## src/rtl/interp_requant_pkg.sv

```systemverilog
// Shared DSP definitions for the interpolator output path: width helper and round modes.
package interp_requant_pkg;

  typedef enum logic {
    ROUND_TRUNC   = 1'b0,
    ROUND_HALF_UP = 1'b1
  } round_mode_e;

  // Full-precision FIR output width; the interpolator sizes OUTPUT_WIDTH with the same rule.
  function automatic int calc_in_width(input int data_w, input int coeff_w, input int n_coeffs);
    return data_w + coeff_w + $clog2(n_coeffs) + 1;
  endfunction

endpackage

```

## src/rtl/interp_requant_sat_clip.sv

```systemverilog
// sat_clip: combinational signed clip from W_IN to W_OUT bits with a saturation flag.
module sat_clip #(
  parameter int W_IN  = 21,
  parameter int W_OUT = 16
) (
  input  logic [W_IN-1:0]  din,
  output logic [W_OUT-1:0] dout,
  output logic             sat
);

  generate
    if (W_IN > W_OUT) begin : g_clip
      // Value fits only if every bit above the output sign bit matches it.
      logic [W_IN-W_OUT:0] top;
      logic                ovf;
      assign top = din[W_IN-1:W_OUT-1];
      assign ovf = ~((&top) | ~(|top));

      always_comb begin
        dout = din[W_OUT-1:0];
        sat  = ovf;
        if (ovf) dout = din[W_IN-1] ? {1'b1, {(W_OUT-1){1'b0}}} : {1'b0, {(W_OUT-1){1'b1}}};
      end
    end else begin : g_ext
      assign dout = W_OUT'($signed(din));
      assign sat  = 1'b0;
    end
  endgenerate

endmodule

```

## src/rtl/interp_requant.sv

```systemverilog
// Two-stage valid/ready requantizer: rescale (optional round-half-up), then signed saturate.
// Optional INTERP_REQUANT_SAT_CNT_EN adds a saturating 16-bit clip counter port sat_count.
module interp_requant
  import interp_requant_pkg::*;
#(
  parameter int DATA_WIDTH  = 16,
  parameter int COEFF_WIDTH = 16,
  parameter int N_COEFFS    = 3,
  parameter int IN_WIDTH    = calc_in_width(DATA_WIDTH, COEFF_WIDTH, N_COEFFS),
  parameter int FRAC_BITS   = COEFF_WIDTH - 1
) (
  input  logic                  clk,
  input  logic                  arst_n,
  input  logic                  round_en,
  input  logic                  sat_clr,
  input  logic [IN_WIDTH-1:0]   src_data_in,
  input  logic                  src_valid_in,
  output logic                  src_ready_out,
  output logic [DATA_WIDTH-1:0] dst_data_out,
  output logic                  dst_valid_out,
  input  logic                  dst_ready_in,
  output logic                  dst_sat_out,
  output logic                  sat_sticky
`ifdef INTERP_REQUANT_SAT_CNT_EN
  ,
  output logic [15:0]           sat_count
`endif
);

  localparam int S1_W = IN_WIDTH + 1 - FRAC_BITS;
  localparam logic [IN_WIDTH:0] RND_HALF = (IN_WIDTH+1)'(1) << (FRAC_BITS - 1);

  logic                  s1_v_q, s2_v_q, s2_sat_q, sticky_q;
  logic [S1_W-1:0]       s1_q, s1_d;
  logic [DATA_WIDTH-1:0] s2_data_q, s2_data_d;
  logic                  s2_sat_d, sticky_d;
  logic                  s1_en, s2_en;
  logic [IN_WIDTH:0]     t;
  logic                  unused_frac;

  assign s2_en         = ~s2_v_q | dst_ready_in;
  assign s1_en         = ~s1_v_q | s2_en;
  assign src_ready_out = s1_en;

  // One extra bit keeps the rounding add from wrapping; dropping FRAC_BITS LSBs is the >>>.
  assign t           = {src_data_in[IN_WIDTH-1], src_data_in}
                     + ((round_mode_e'(round_en) == ROUND_HALF_UP) ? RND_HALF : '0);
  assign s1_d        = t[IN_WIDTH:FRAC_BITS];
  assign unused_frac = ^t[FRAC_BITS-1:0];

  sat_clip #(.W_IN(S1_W), .W_OUT(DATA_WIDTH)) u_clip (
    .din  (s1_q),
    .dout (s2_data_d),
    .sat  (s2_sat_d)
  );

  // Set wins over clear when a clipped sample lands in stage 2 on the same edge.
  assign sticky_d = (sticky_q & ~sat_clr) | (s2_en & s1_v_q & s2_sat_d);

  always_ff @(posedge clk) begin
    if (!arst_n) begin
      s1_v_q    <= 1'b0;
      s1_q      <= '0;
      s2_v_q    <= 1'b0;
      s2_data_q <= '0;
      s2_sat_q  <= 1'b0;
      sticky_q  <= 1'b0;
    end else begin
      if (s1_en) begin
        s1_v_q <= src_valid_in;
        if (src_valid_in) s1_q <= s1_d;
      end
      if (s2_en) begin
        s2_v_q <= s1_v_q;
        if (s1_v_q) begin
          s2_data_q <= s2_data_d;
          s2_sat_q  <= s2_sat_d;
        end
      end
      sticky_q <= sticky_d;
    end
  end

  assign dst_valid_out = s2_v_q;
  assign dst_data_out  = s2_data_q;
  assign dst_sat_out   = s2_sat_q;
  assign sat_sticky    = sticky_q;

`ifdef INTERP_REQUANT_SAT_CNT_EN
  logic [15:0] cnt_q, cnt_d;
  logic        cnt_inc;

  assign cnt_inc = s2_v_q & dst_ready_in & s2_sat_q;

  always_comb begin
    cnt_d = cnt_q;
    if (sat_clr)                          cnt_d = {15'd0, cnt_inc};
    else if (cnt_inc && cnt_q != 16'hFFFF) cnt_d = cnt_q + 16'd1;
  end

  always_ff @(posedge clk) begin
    if (!arst_n) cnt_q <= '0;
    else         cnt_q <= cnt_d;
  end

  assign sat_count = cnt_q;
`endif

endmodule

```

## config.mk

```make
export PLATFORM = sky130hd
export DESIGN_NAME = interp_requant
export DESIGN_NICKNAME = d
export VERILOG_FILES = /design/src/rtl/interp_requant_pkg.sv /design/src/rtl/interp_requant_sat_clip.sv /design/src/rtl/interp_requant.sv
export SDC_FILE = /design/constraint.sdc
export NUM_CORES = 1
export LEC_CHECK = 0
export BUFFER_PORTS_ARGS = -buffer_cell sky130_fd_sc_hd__buf_2
export CORE_MARGIN = 2
export CORE_UTILIZATION = 43
export DETAILED_ROUTE_END_ITERATION = 10
export GPL_TIMING_DRIVEN = 0
export PLACE_DENSITY = 0.79
export RECOVER_POWER = 100
export SLEW_MARGIN = 30
export SYNTH_ARGS = -nofsm -noshare
export SYNTH_HDL_FRONTEND = slang
export SYNTH_HIERARCHICAL = 1
export SYNTH_SLANG_ARGS = --single-unit
```

## constraint.sdc

```tcl
create_clock -name clk -period 4.61 [get_ports clk]
set_input_delay 0.2305 -clock clk [delete_from_list [all_inputs] [get_ports clk]]
set_output_delay 0.2305 -clock clk [all_outputs]
set_load 0.03 [all_outputs]
```

Word level (Yosys, flattened, before mapping):

Cells that the tools add are included.

* register bits after elaboration: 41
* logic and storage cells: 26

* $add $sub $neg: 1
* mux-type cells: 3
* bitwise logic cells: 12
* reduce and logical (&&, ||, !) cells: 4

Operators with widths (count)
* adder 35 x 16 -> 36 bit: 1
* 2-to-1 mux 16 bit: 2
* 2-to-1 mux 15 bit: 1
* AND reduction 6 bit: 1
* OR reduction 6 bit: 1
* NOT 1 bit: 5
* OR 1 bit: 4
* AND reduction 2 bit: 2
* bitwise AND 1 bit: 3

Depth between registers and ports, before layout:

* word-level depth: 6
* mapped depth: 7

By module:

The synthesis kept the hierarchy.

By module, submodules not included
* interp_requant: instances 1, cells an instance 226, area each 1799.2 um^2, seq. area each 820.8 um^2
* sat_clip: instances 1, cells an instance 27, area each 209.0 um^2, seq. area each 0.0 um^2

Worst setup path after synthesis:

OpenSTA, ideal clock, no wires.

* path type: input to register
* start: input port round_en
* end: register s1_q[17]
* arrival: 1.861 ns
* path slack: 2.674 ns
* stages: 7
* path buffers: 1
* path through: and2_1 -> ha_1 -> nand2_1 -> or4_1 -> buf_2 -> or4_1 -> a31oi_1

* cells in the longest elaborated chain, start to end: 2

RTL lines
* start: declaration: RTL line interp_requant.sv:14 `input logic round_en,`
* 2-to-1 mux 15 bit: RTL line interp_requant.sv:47 `+ ((round_mode_e'(round_en) == ROUND_HALF_UP) ? RND_HALF : '0);`
* adder 35 x 16 -> 36 bit: RTL line interp_requant.sv:47
* end signal: assignment: RTL line interp_requant.sv:63 `s1_q <= '0;`
* end signal: assignment: RTL line interp_requant.sv:71 `if (src_valid_in) s1_q <= s1_d;`
* end: declaration: RTL line interp_requant.sv:34 `logic [S1_W-1:0] s1_q, s1_d;`

Every way passes these cells.
A chain may end at the register's enable or synchronous reset.

Worst setup path after layout:

Same ends and word-level chain as after synthesis.

==> results.ini <==
[yosys]
synth_area_leader_cell=dfxtp_1
synth-seq-area-share=0.4087
yosysWarnings=6
synth_top_family_by_area=simple AND/OR/NAND/NOR gates
synth_simple_gate_area_frac=0.2498
synth-seq-cells=41
synth_cell_types=35
yosys-top-cells-area=dfxtp_1 (41%), nand2_1 (8.2%), a21oi_1 (6.7%)
avgSynthCellArea_um2=7.937
synth_compound_area_frac=0.2368
ys_async_sr_fraction=0
synthTopCellsByCount=nand2_1 (44), dfxtp_1 (41), a21oi_1 (27)
synth_edf_count=0
synth.area.mux_share=0
synth_cells=253
yosysMostFrequentCell=nand2_1
synth.net_count=295
synth_ff_type=dfxtp_1
netlist_area_um2=2008
synthXorXnorAreaFrac=0.04361
yosys.area.top_type_share=0.4087
synthAdderAreaFrac=0.006231

[placed_design]
place_congestion=0.8318
placed_cell_area_um2=2303
io_buffers=46
dpl.hpwl_um=3408

[route]
wire_per_inst_um=12.47
vias=1905
post_drt_via_cell_ratio=5.306
drt-total-wl_um=4478
firstDrtPassIters=4
drt_iter0_drc=84
drc=0
detail-route-antenna-nets=0

[timing]
fmax_mhz=505.5
fin_setup_tns_ps=0
drv_slew=0
period_share=0.4291
rsz0062_at_grt=no
finalSetupViolCount=0
hold_viol_final=0
fin_crit_ps=1978
max_slew_margin=0.7001
clock-skew-final_ps=4.094
tightest_slew_ps=449.8

[floorplanning]
die_area_um2=5233
placementRows=24
num_io_pins=61
core-area_um2=4414
die_height_um=72.34
start_util=0.4549
die_w_um=72.34

[setup_path]
crit_buf_inv=2
cp_max_fo=10
cp.arrival_ps=2200
cp_num_cells=8
crit_path_start=round_en
cp_cell_sequence=clkbuf_1, and2_0, ha_1, nand2_1, or4_1, clkbuf_1, or4_1, a31oi_1
r2r_start=s1_v_q
worstSetupEndpointType=flip-flop
startpoint_type=primary input
setup.worst_path.class=in2reg
critPathSlowestCell=or4_1
required_ps=4830
timing.rr.end=s1_q[20]
crit_family=simple AND/OR/NAND/NOR gates
r2r_slack_ps=2920
endpoint=s1_q[17]
crit_path_max_incr_delay_ps=520
reg2reg_depth=6

[pwr]
p_total_w=0.0007614
power_density_nw_per_um2=324.9
ir_drop_v=0.0001273
p_leak_nw=0.8334

[cts]
cts.clk_slew.worst_paths_ps=70
clockBufferDepth=2
h-tree-depth=2
clockRootBuffer=clkbuf_8
clock-sinks=41
hold_buffers=0
post-cts-setup-buffers=0
cts_tree=done
clock_latency_ps=290
cts_resized=0
cts_buffers=5

[grt]
grt_pass1_vias=1648
grt_remaining_overflow=0
grt_max_degree=12
grt_pass1_wl_um=7341
antenna_found_initial=0
grt_usage=0.1797

[run_status]
status=finished clean

[flow_run]
cap_violations=0

[layout]
final-seq-area_um2=820.8
synthToLayoutAreaGrowth_pct=16.70
antenna_cells=0
nFillCells=475
fin_nets=348
stdcell_area_um2=2344
multi_input_area_um2=1074
layout-drive-gt1-share=0.1205

[hold_path]
hold_class=in2reg

-- where the power goes --
part           internal (W)  switching, W
combinational     0.0000534     0.0000915
clock              0.000107      0.000115
sequential         0.000379     0.0000151
-- per-stage QoR --
step / cells / util / hold slack, ps / worst slack [ps]
finish: 359 / 0.5309 / 191.6 / 2632
global route: 359 / 0.5309 / 209.8 / 2431
detailed placement: 351 / 0.5218 / 443.5 / 2438
floorplan: 253 / - / 360.0 / 2675
CTS: 359 / 0.5400 / 187.4 / 2743
global placement: 351 / 0.5218 / 438.4 / 2492
-- worst min path at each step --
stage / startpoint / end / slack (ps) / depth (start not counted)
final: src_valid_in / s1_v_q / 190 / 3
after detailed placement: dst_sat_out / dst_sat_out / 440 / 2
after global routing: src_valid_in / s1_v_q / 210 / 3
after CTS: src_valid_in / s1_v_q / 190 / 3
after floorplan: src_valid_in / s1_v_q / 360 / 2
after global placement: dst_sat_out / dst_sat_out / 440 / 2
-- sequential cells by signal, indices dropped and copies added (netlist names) --
register       flops
dst_sat_out        1
sat_sticky         1
s1_v_q             1
dst_valid_out      1
dst_data_out      16
s1_q              21
-- metal layers --
layer | routed length (um) | part of all wire | track usage
met1 | 2134 | 0.48 | 0.2373
met2 | 1949 | 0.44 | 0.2732
met3 | 323 | 0.072 | 0.05278
met4 | 71 | 0.016 | 0.07547
met5 | 0 | 0 | 0
-- placed cells by master (no fill, tap or decap) --
master     netlist  routed
nand2b_1         5       5
o21a_1          15      15
o21ai_4          1       1
nand2_1         44      44
xnor2_1          7       7
or2_2            2       2
nand3b_1         1       1
nand4_2          1       1
and2_0           0       3
dfxtp_1         41      41
clkbuf_8         0       5
or3_1            5       5
clkinv_1         1       1
buf_6            2       1
a211oi_1         5       5
ha_1             1       1
inv_1            8       8
nor3_1           4       4
nor2_1           7       7
o211ai_1         1       1
xor2_1           3       3
and3_2           1       1
and4_1           1       1
buf_2            1      24
clkbuf_1        13      40
or4_1            8       8
nand3_2          1       1
o21ai_0         16      16
nor3_2           1       1
o2111ai_1        3       3
nand4_1          4       4
a21oi_1         27      28
a31oi_1          7       7
nand3_1         11      11
o31ai_1          1       1
-- final cells by class --
class | count | area share
Sequential cell | 41 | 0.3502
Buffer | 16 | 0.02883
Inverter | 9 | 0.01442
Tap cell | 52 | 0.02776
Clock buffer | 8 | 0.03417
Multi-Input combinational cell | 187 | 0.4581
Timing Repair Buffer | 46 | 0.08649
-- logic make-up after synthesis --
kind of cell	after synthesis
adder cells (fa/ha/maj)	1
AO/OA/AOI/OAI	77
flip-flops	41
buffers and inverters	25
XOR/XNOR	10
AND/OR/NAND/NOR	99
-- tightest hold or removal path, cell delays in order --
cell and delay (ps):
buf_2 110, inv_1 50, a21oi_1 50
Note: power is estimated with default switching activity, not from simulation.
